<file path="src/rtl/johnson_decoder_if.sv">
// johnson_decoder_if: bundles the Johnson code input stream and the decoded
// phase / integrity outputs of johnson_decoder.
// master = the side that sends codes and observes results; slave = the decoder.
interface johnson_decoder_if #(
  parameter int W = 4
) ();
  localparam int IW = $clog2(2 * W);

  logic [W-1:0]    jc_in;
  logic            jc_vld;
  logic [IW-1:0]   idx;
  logic [2*W-1:0]  onehot;
  logic            out_vld;
  logic            locked;
  logic            err_illegal;
  logic            err_seq;
  logic [7:0]      err_cnt;

  modport master (
    output jc_in, jc_vld,
    input  idx, onehot, out_vld, locked, err_illegal, err_seq, err_cnt
  );

  modport slave (
    input  jc_in, jc_vld,
    output idx, onehot, out_vld, locked, err_illegal, err_seq, err_cnt
  );
endinterface

</file>
<file path="src/rtl/johnson_decoder.sv">
// johnson_decoder: samples a W-bit Johnson ring code each valid cycle, decodes
// it to a binary index and a one-hot phase, checks that the code is a legal
// Johnson pattern and the successor of the previous code, and tracks lock with
// a HUNT/LOCKED FSM. All outputs are registered one cycle after the sample.
// Optional feature macro: JDEC_ERRCNT_EN (saturating 8-bit error counter;
// when undefined err_cnt is tied to zero).
module johnson_decoder #(
  parameter int W          = 4,
  parameter int LOCK_CNT   = 2,
  parameter int ALLOW_HOLD = 0
) (
  input logic             clk,
  input logic             rst,
  johnson_decoder_if.slave bus
);
  localparam int IW = $clog2(2 * W);
  localparam int N  = 2 * W;
  localparam int CW = 4;

  localparam logic [IW-1:0] LAST_IDX = IW'(N - 1);
  localparam logic [IW:0]   N_EXT    = (IW + 1)'(N);
  localparam logic [CW-1:0] LOCK_TGT = CW'(LOCK_CNT);

  typedef enum logic {
    HUNT   = 1'b0,
    LOCKED = 1'b1
  } state_t;

  state_t          state_q, state_d;
  logic [IW-1:0]   idx_q, idx_d;
  logic [N-1:0]    onehot_q, onehot_d;
  logic            out_vld_q, out_vld_d;
  logic            err_illegal_q, err_illegal_d;
  logic            err_seq_q, err_seq_d;
  logic            prev_ok_q, prev_ok_d;
  logic [CW-1:0]   cnt_q, cnt_d;

  logic [IW:0]     ones;
  logic [IW:0]     edges;
  logic            code_legal;
  logic [IW-1:0]   code_idx;
  logic [IW-1:0]   exp_idx;
  logic            hold_ok;

  // Legality and index decode of the raw input code: a Johnson code has at
  // most one boundary between its run of ones and its run of zeros; codes
  // whose LSB is set (or all-zero) are in the filling half of the cycle.
  always_comb begin
    ones  = '0;
    edges = '0;
    for (int i = 0; i < W; i++) begin
      ones = ones + (IW + 1)'(bus.jc_in[i]);
    end
    for (int i = 0; i < W - 1; i++) begin
      edges = edges + (IW + 1)'(bus.jc_in[i] ^ bus.jc_in[i+1]);
    end
    code_legal = (edges <= (IW + 1)'(1));
    if (bus.jc_in[0] || (bus.jc_in == '0)) begin
      code_idx = IW'(ones);
    end else begin
      code_idx = IW'(N_EXT - ones);
    end
  end

  // Expected successor index of the last accepted code, wrapping 2W-1 -> 0.
  assign exp_idx = (idx_q == LAST_IDX) ? '0 : (idx_q + IW'(1));

  // A repeat of the previous index is tolerated only when holds are enabled.
  assign hold_ok = (ALLOW_HOLD != 0) && (code_idx == idx_q);

  // Next-state logic: decode, sequence check, good-run counter and lock FSM.
  always_comb begin
    state_d       = state_q;
    idx_d         = idx_q;
    onehot_d      = onehot_q;
    out_vld_d     = bus.jc_vld;
    err_illegal_d = 1'b0;
    err_seq_d     = 1'b0;
    prev_ok_d     = prev_ok_q;
    cnt_d         = cnt_q;

    if (bus.jc_vld) begin
      if (!code_legal) begin
        err_illegal_d = 1'b1;
        onehot_d      = '0;
        prev_ok_d     = 1'b0;
        cnt_d         = '0;
        state_d       = HUNT;
      end else begin
        onehot_d  = N'(1) << code_idx;
        idx_d     = code_idx;
        prev_ok_d = 1'b1;
        if (prev_ok_q) begin
          if (code_idx == exp_idx) begin
            if (state_q == HUNT) begin
              if (cnt_q != '1) begin
                cnt_d = cnt_q + CW'(1);
              end
              if (cnt_d >= LOCK_TGT) begin
                state_d = LOCKED;
              end
            end
          end else if (!hold_ok) begin
            err_seq_d = 1'b1;
            cnt_d     = '0;
            state_d   = HUNT;
          end
        end else begin
          cnt_d = '0;
        end
      end
    end
  end

  // Register all state and outputs; reset wins over any simultaneous input.
  always_ff @(posedge clk) begin
    if (!rst) begin
      state_q       <= HUNT;
      idx_q         <= '0;
      onehot_q      <= '0;
      out_vld_q     <= 1'b0;
      err_illegal_q <= 1'b0;
      err_seq_q     <= 1'b0;
      prev_ok_q     <= 1'b0;
      cnt_q         <= '0;
    end else begin
      state_q       <= state_d;
      idx_q         <= idx_d;
      onehot_q      <= onehot_d;
      out_vld_q     <= out_vld_d;
      err_illegal_q <= err_illegal_d;
      err_seq_q     <= err_seq_d;
      prev_ok_q     <= prev_ok_d;
      cnt_q         <= cnt_d;
    end
  end

  assign bus.idx         = idx_q;
  assign bus.onehot      = onehot_q;
  assign bus.out_vld     = out_vld_q;
  assign bus.locked      = (state_q == LOCKED);
  assign bus.err_illegal = err_illegal_q;
  assign bus.err_seq     = err_seq_q;

`ifdef JDEC_ERRCNT_EN
  logic [7:0] err_cnt_q, err_cnt_d;

  // Count every error pulse, saturating at 255, in the same output cycle.
  always_comb begin
    err_cnt_d = err_cnt_q;
    if ((err_illegal_d || err_seq_d) && (err_cnt_q != 8'hFF)) begin
      err_cnt_d = err_cnt_q + 8'd1;
    end
  end

  // Error counter register, cleared only by reset.
  always_ff @(posedge clk) begin
    if (!rst) begin
      err_cnt_q <= '0;
    end else begin
      err_cnt_q <= err_cnt_d;
    end
  end

  assign bus.err_cnt = err_cnt_q;
`else
  assign bus.err_cnt = '0;
`endif

endmodule

</file>
<file path="src/flat_wrapper.sv">
// flat-port wrapper written by rule: the top's interface ports become plain ports
module johnson_decoder_flat 
#(
  parameter int W          = 4,
  parameter int LOCK_CNT   = 2,
  parameter int ALLOW_HOLD = 0
)
  (clk, rst, bus_jc_in, bus_jc_vld, bus_idx, bus_onehot, bus_out_vld, bus_locked, bus_err_illegal, bus_err_seq, bus_err_cnt);
  johnson_decoder_if #(.W(W)) bus_i ();
  input logic clk;
  input logic rst;
  input wire logic [$bits(bus_i.jc_in)-1:0] bus_jc_in;
  input wire logic [$bits(bus_i.jc_vld)-1:0] bus_jc_vld;
  output wire logic [$bits(bus_i.idx)-1:0] bus_idx;
  output wire logic [$bits(bus_i.onehot)-1:0] bus_onehot;
  output wire logic [$bits(bus_i.out_vld)-1:0] bus_out_vld;
  output wire logic [$bits(bus_i.locked)-1:0] bus_locked;
  output wire logic [$bits(bus_i.err_illegal)-1:0] bus_err_illegal;
  output wire logic [$bits(bus_i.err_seq)-1:0] bus_err_seq;
  output wire logic [$bits(bus_i.err_cnt)-1:0] bus_err_cnt;
  assign bus_i.jc_in = bus_jc_in;
  assign bus_i.jc_vld = bus_jc_vld;
  assign bus_idx = bus_i.idx;
  assign bus_onehot = bus_i.onehot;
  assign bus_out_vld = bus_i.out_vld;
  assign bus_locked = bus_i.locked;
  assign bus_err_illegal = bus_i.err_illegal;
  assign bus_err_seq = bus_i.err_seq;
  assign bus_err_cnt = bus_i.err_cnt;
  johnson_decoder #(.W(W), .LOCK_CNT(LOCK_CNT), .ALLOW_HOLD(ALLOW_HOLD)) u_core (.clk(clk), .rst(rst), .bus(bus_i));
endmodule
</file>
<file path="config.mk">
export PLATFORM = sky130hd
export DESIGN_NAME = johnson_decoder_flat
export DESIGN_NICKNAME = d
export VERILOG_FILES = /design/src/rtl/johnson_decoder_if.sv /design/src/rtl/johnson_decoder.sv /design/src/flat_wrapper.sv
export SDC_FILE = /design/constraint.sdc
export NUM_CORES = 1
export LEC_CHECK = 0
export ABC_AREA = 1
export CAP_MARGIN = 15
export CORE_MARGIN = 2
export CORE_UTILIZATION = 30
export DETAILED_ROUTE_END_ITERATION = 6
export PLACE_DENSITY = 0.58
export SYNTH_ARGS = -nofsm -noshare
export SYNTH_HDL_FRONTEND = slang
export SYNTH_SLANG_ARGS = --single-unit
</file>
<file path="constraint.sdc">
create_clock -name clk -period 4.15 [get_ports clk]
set_input_delay 0.6225 -clock clk [delete_from_list [all_inputs] [get_ports clk]]
set_output_delay 0.6225 -clock clk [all_outputs]
set_load 0.02 [all_outputs]
</file>
* Word level (Yosys, flattened, before mapping)
Cells that the tools add are included.
** Operators by class
- Add/sub/neg operators :: 8
- Magnitude comparators :: 2
- Equal/unequal tests :: 5
- Shifts and indexed selects :: 1
- Mux-type cells :: 21
- Bitwise operators :: 3
- Reduce and logical (&&, ||, !) cells :: 7
** Operator list (count)
- $mux 4 :: 10
- $add 4x4->4 :: 2
- $mux 1 :: 8
- $mux 8 :: 1
- $ne 4x4->1 const B :: 2
- $reduce_and 2->1 :: 4
- $shl 1x3->8 const A :: 1
- $add 3x1->3 :: 2
- $mux 3 :: 2
- $add 4x1->4 const B :: 1
- $ge 4x2->1 const B :: 1
- $le 4x1->1 const B :: 1
- $logic_not 4->1 :: 1
- $reduce_and 4->1 :: 1
- $add 3x1->3 const B :: 1
- $eq 3x3->1 :: 1
- $eq 3x3->1 const B :: 1
- $sub 1x3->3 const A :: 1
- $xor 1x1->1 :: 3
- $add 1x1->2 :: 1
- $ne 2x1->1 const B :: 1
- $logic_or 1x1->1 :: 1
** Storage, ports and cells
- Register bits after elaboration :: 20
- Input bits :: 7
- Output and inout port bits :: 23
- Word-level logic and storage cells :: 55

* Depth between registers and ports, before layout
- Depth after elaboration :: 16
- Mapped depth :: 18
- Gate-level depth less buffers :: 18

* Least setup slack after synthesis
OpenSTA, ideal clock, no wires.
- Kind :: input -> register
- Start point :: input port bus_jc_in[0]
- End point :: register u_core.cnt_q[0]
- Arrival time :: 2.473 ns
- Required time :: 4.036 ns
- Slack :: 1.563 ns
- Stages on the path :: 18
- Path buffers :: 0
- Cells stage by stage :: inv_2 > ha_1 > inv_1 > fa_1 > inv_1 > ha_1 > inv_1 > nand2_2 > nand3_1 > nand2_2 > nand2_1 > nand2_1 > nand2_4 > nand4_4 > nand2_2 > nand2_1 > nand2_1 > nor2_2
** On the way
- Longest elaborated chain between the ends :: 9
- Elaborated cells between the ends (all ways) :: 17
- Those cells by class :: 6 x add/sub; 1 x order compare; 2 x eq/ne; 4 x mux; 1 x bitwise; 3 x reduce/logical
** Ends and longest elaborated chain
- from (decl) :: line flat_wrapper.sv:12 : input wire logic [$bits(bus_i.jc_in)-1:0] bus_jc_in;
- $add 1x1->2 :: line johnson_decoder.sv:52 : ones = ones + (IW + 1)'(bus.jc_in[i]);
- $add 3x1->3 (2 in a row) :: line johnson_decoder.sv:52
- $sub 1x3->3 :: line johnson_decoder.sv:61 : code_idx = IW'(N_EXT - ones);
- $mux 3 :: line johnson_decoder.sv:58 : if (bus.jc_in[0] || (bus.jc_in == '0)) begin
- $eq 3x3->1 :: line johnson_decoder.sv:94 : if (code_idx == exp_idx) begin
- $mux 4 :: line johnson_decoder.sv:94
- $mux 4 :: line johnson_decoder.sv:93 : if (prev_ok_q) begin
- $mux 4 :: line johnson_decoder.sv:83 : if (!code_legal) begin
- to (signal assigned) :: line johnson_decoder.sv:134 : cnt_q <= cnt_d;
- to (decl) :: line johnson_decoder.sv:36 : logic [CW-1:0] cnt_q, cnt_d;
Parallel ways exist; a longest one is shown, timed or not.
A chain may end at the register's enable or synchronous reset.

* Worst setup path after layout
Ends and elaborated chain as after synthesis.

==> out/results.ini <==
[run_status]
status = finished, final reports clean

[power_and_ir_drop]
design_power_total_w = 0.000553
power.internal_w = 0.000357
p_per_area_nw_per_um2 = 349
pwr-share-seq_pct = 38.3
leakagePower_nw = 0.709
clkPwrFrac_pct = 27.2
pwr-share-comb_pct = 34.6
p_switching_w = 0.000196
swShare_pct = 35.4
peakVddDrop_mv = 0.140

[routing]
wire_per_inst_um = 10.0
drtPass1Iterations = 4
drtIter0Drc = 56
drcViolationCount = 0
vias = 1092
totalWireLength_um = 2450
vias_per_cell = 4.48
ant_nets = 0

[layout]
nets = 210
fillCellCount = 461
final_cells = 244
regArea_um2 = 400
multiInputGateArea_um2 = 758
antenna_cells = 0
drive_above_1_share_pct = 14.6
syn2layout_area_growth_pct = 20.9

[timing]
drv_slew = 0
max_slew_margin_pct = 62.2
fin_crit_ps = 3100
worstMarginPinSlew_ps = 565
fmax_mhz = 323
whs_ps = 495
fin_ws_ps = 1050
fin_skew_ps = 4.60
rsz0062_at_grt = no
tns_ps = 0
period_share_pct = 74.7
setup_viol = 0
hold_viol_final = 0

[worst_setup_path]
cp.arrival_ps = 3260
required_ps = 4310
startpoint_type = primary input
worstSetupPathType = in2reg
crit_fanout = 7
endpoint_kind = flop

[floorplanning]
fp.dieH_um = 70.1
io_pins = 30
core_area_um2 = 4290
initial_utilization_pct = 30.6
dieWidth_um = 70.1
rows = 24
die_area_um2 = 4920

[global_route]
grt_max_degree = 16
grt_pass1_wl_um = 4260
gr-total-overflow = 0
antenna_found_initial = 0
grtUsageTotal_pct = 10.6
grt_pass1_vias = 1016

[logic_synthesis]
synth_seq_area_share_pct = 30.5
synth_top_area_cell = dfxtp_1
synthArstFlopShare_pct = 0
synth-edff-count = 0
synth.area.top_cells = dfxtp_1 31%, ha_1 8.6%, nand2_1 7.1%
synth_cells = 171
synth_common_cells = 25 x nand2_1, 22 x nor2_1, 20 x dfxtp_1
ys_types = 34
synth-main-ff-cell = dfxtp_1
yosysMostFrequentCell = nand2_1
synth_top_area_share_pct = 30.5
syn_area_um2 = 1310
yosys_warnings = 0
syn_area_per_cell_um2 = 7.68
ys_ff_latch = 20

[cts]
cts_setup_buffers = 0
ctsResizeCount = 0
cts.sinks = 20
h-tree-depth = 1
clock_tree.root_cell = clkbuf_8
tritoncts = yes
hold_buffers = 0
clk_latency_ps = 260
clk_pin_slew_worst_paths_ps = 70
cts_buffers = 3
cts_buffer_depth = 2

[placement]
place.detailed.hpwl_um = 1960
gp_congestion = 0.827
post-place-ws_ps = 755
dp.cells = 240
portBuffers = 21

[hold_path]
min_path_type = reg2reg

[run]
maxCapViolations = 0

==> critical path: stages <==
cell and delay, ps:
clkdlybuf4s50_1 520, inv_2 70, ha_1 300, inv_1 60, fa_1 740, nand2_1 110
nand2_2 90, nand2_2 60, nand2_4 90, nor2_4 50, nor2_8 140, nand4_4 140
nand2_2 100, nand2_1 60, nand2_1 70, nor2_2 30
==> state kept, by name (all words and copies together), names as in the netlist <==
| signal | cells |
|---|---|
| u_core.bus.err_illegal | 1 |
| u_core.bus.err_seq | 1 |
| u_core.bus.idx | 3 |
| u_core.bus.locked | 1 |
| u_core.bus.onehot | 8 |
| u_core.bus.out_vld | 1 |
| u_core.cnt_q | 4 |
| u_core.prev_ok_q | 1 |
==> path summary, 6_finish.rpt <==
kind | depth (start not counted) | from | slack (ps) | endpoint
min reg2reg | 1 | u_core.prev_ok_q | 500 | u_core.bus.locked
max | 16 | bus_jc_in[0] | 1050 | u_core.cnt_q[0]
min | 1 | u_core.prev_ok_q | 500 | u_core.bus.locked
max reg2reg | 11 | u_core.bus.idx[0] | 2380 | u_core.cnt_q[0]
==> cells in the final DEF (no fill, tap or decap), drive strengths merged, types with 4 or more instances in the layout <==
master	instances
a21oi	8
a22oi	8
clkbuf	4
clkdlybuf4s50	21
conb	8
dfxtp	20
ha	9
inv	24
nand2	36
nand3	9
nand4	5
nor2	26
o21ai	4
==> area by class of cell <==
cell class | instances | share of cell area (%)
Clock buffer | 4 | 3.47
Inverter | 24 | 6.15
Multi-Input combinational cell | 123 | 47.8
Sequential cell | 20 | 25.2
Tap cell | 52 | 4.10
Timing Repair Buffer | 21 | 13.2
==> per-layer routing <==
metal	wire (um)	global-route usage (%)	part of all wire, %	up-vias
met1	1130	12.3	46	490
met4	30	2.56	1.2	0
met3	107	3.61	4.4	4
met2	1190	18.8	48	20
met5	0	0	0	-
li1	-	-	-	578
==> cells by family after synthesis <==
kind of cell / count (synthesis) / share of synthesized area [%]
AO/OA/AOI/OAI: 23 / 11.1
other: 1 / 0.286
AND/OR/NAND/NOR: 78 / 31.6
buffers and inverters: 35 / 13.7
adder cells (fa/ha/maj): 10 / 10.1
flip-flops: 20 / 30.5
XOR/XNOR: 4 / 2.67
==> metrics by stage <==
stage,cell area [um^2],utilization [%]
after floorplan,1340,-
after global placement,1530,35.7
after detailed placement,1530,35.7
after CTS,1590,36.9
after global routing,1590,36.9
final,1590,36.9
==> power by group through the flow <==
| stage | Sequential, W | Combinational [W] | Clock [W] |
|---|---|---|---|
| floorplan | 0.000225 | 0.000146 | 0 |
| global placement | 0.000216 | 0.000190 | 0 |
| detailed placement | 0.000216 | 0.000193 | 0 |
| CTS | 0.000212 | 0.000193 | 0.000155 |
| global route | 0.000213 | 0.000213 | 0.000166 |
| finish | 0.000212 | 0.000191 | 0.000150 |
No activity file was read; power rests on OpenSTA's default activity.
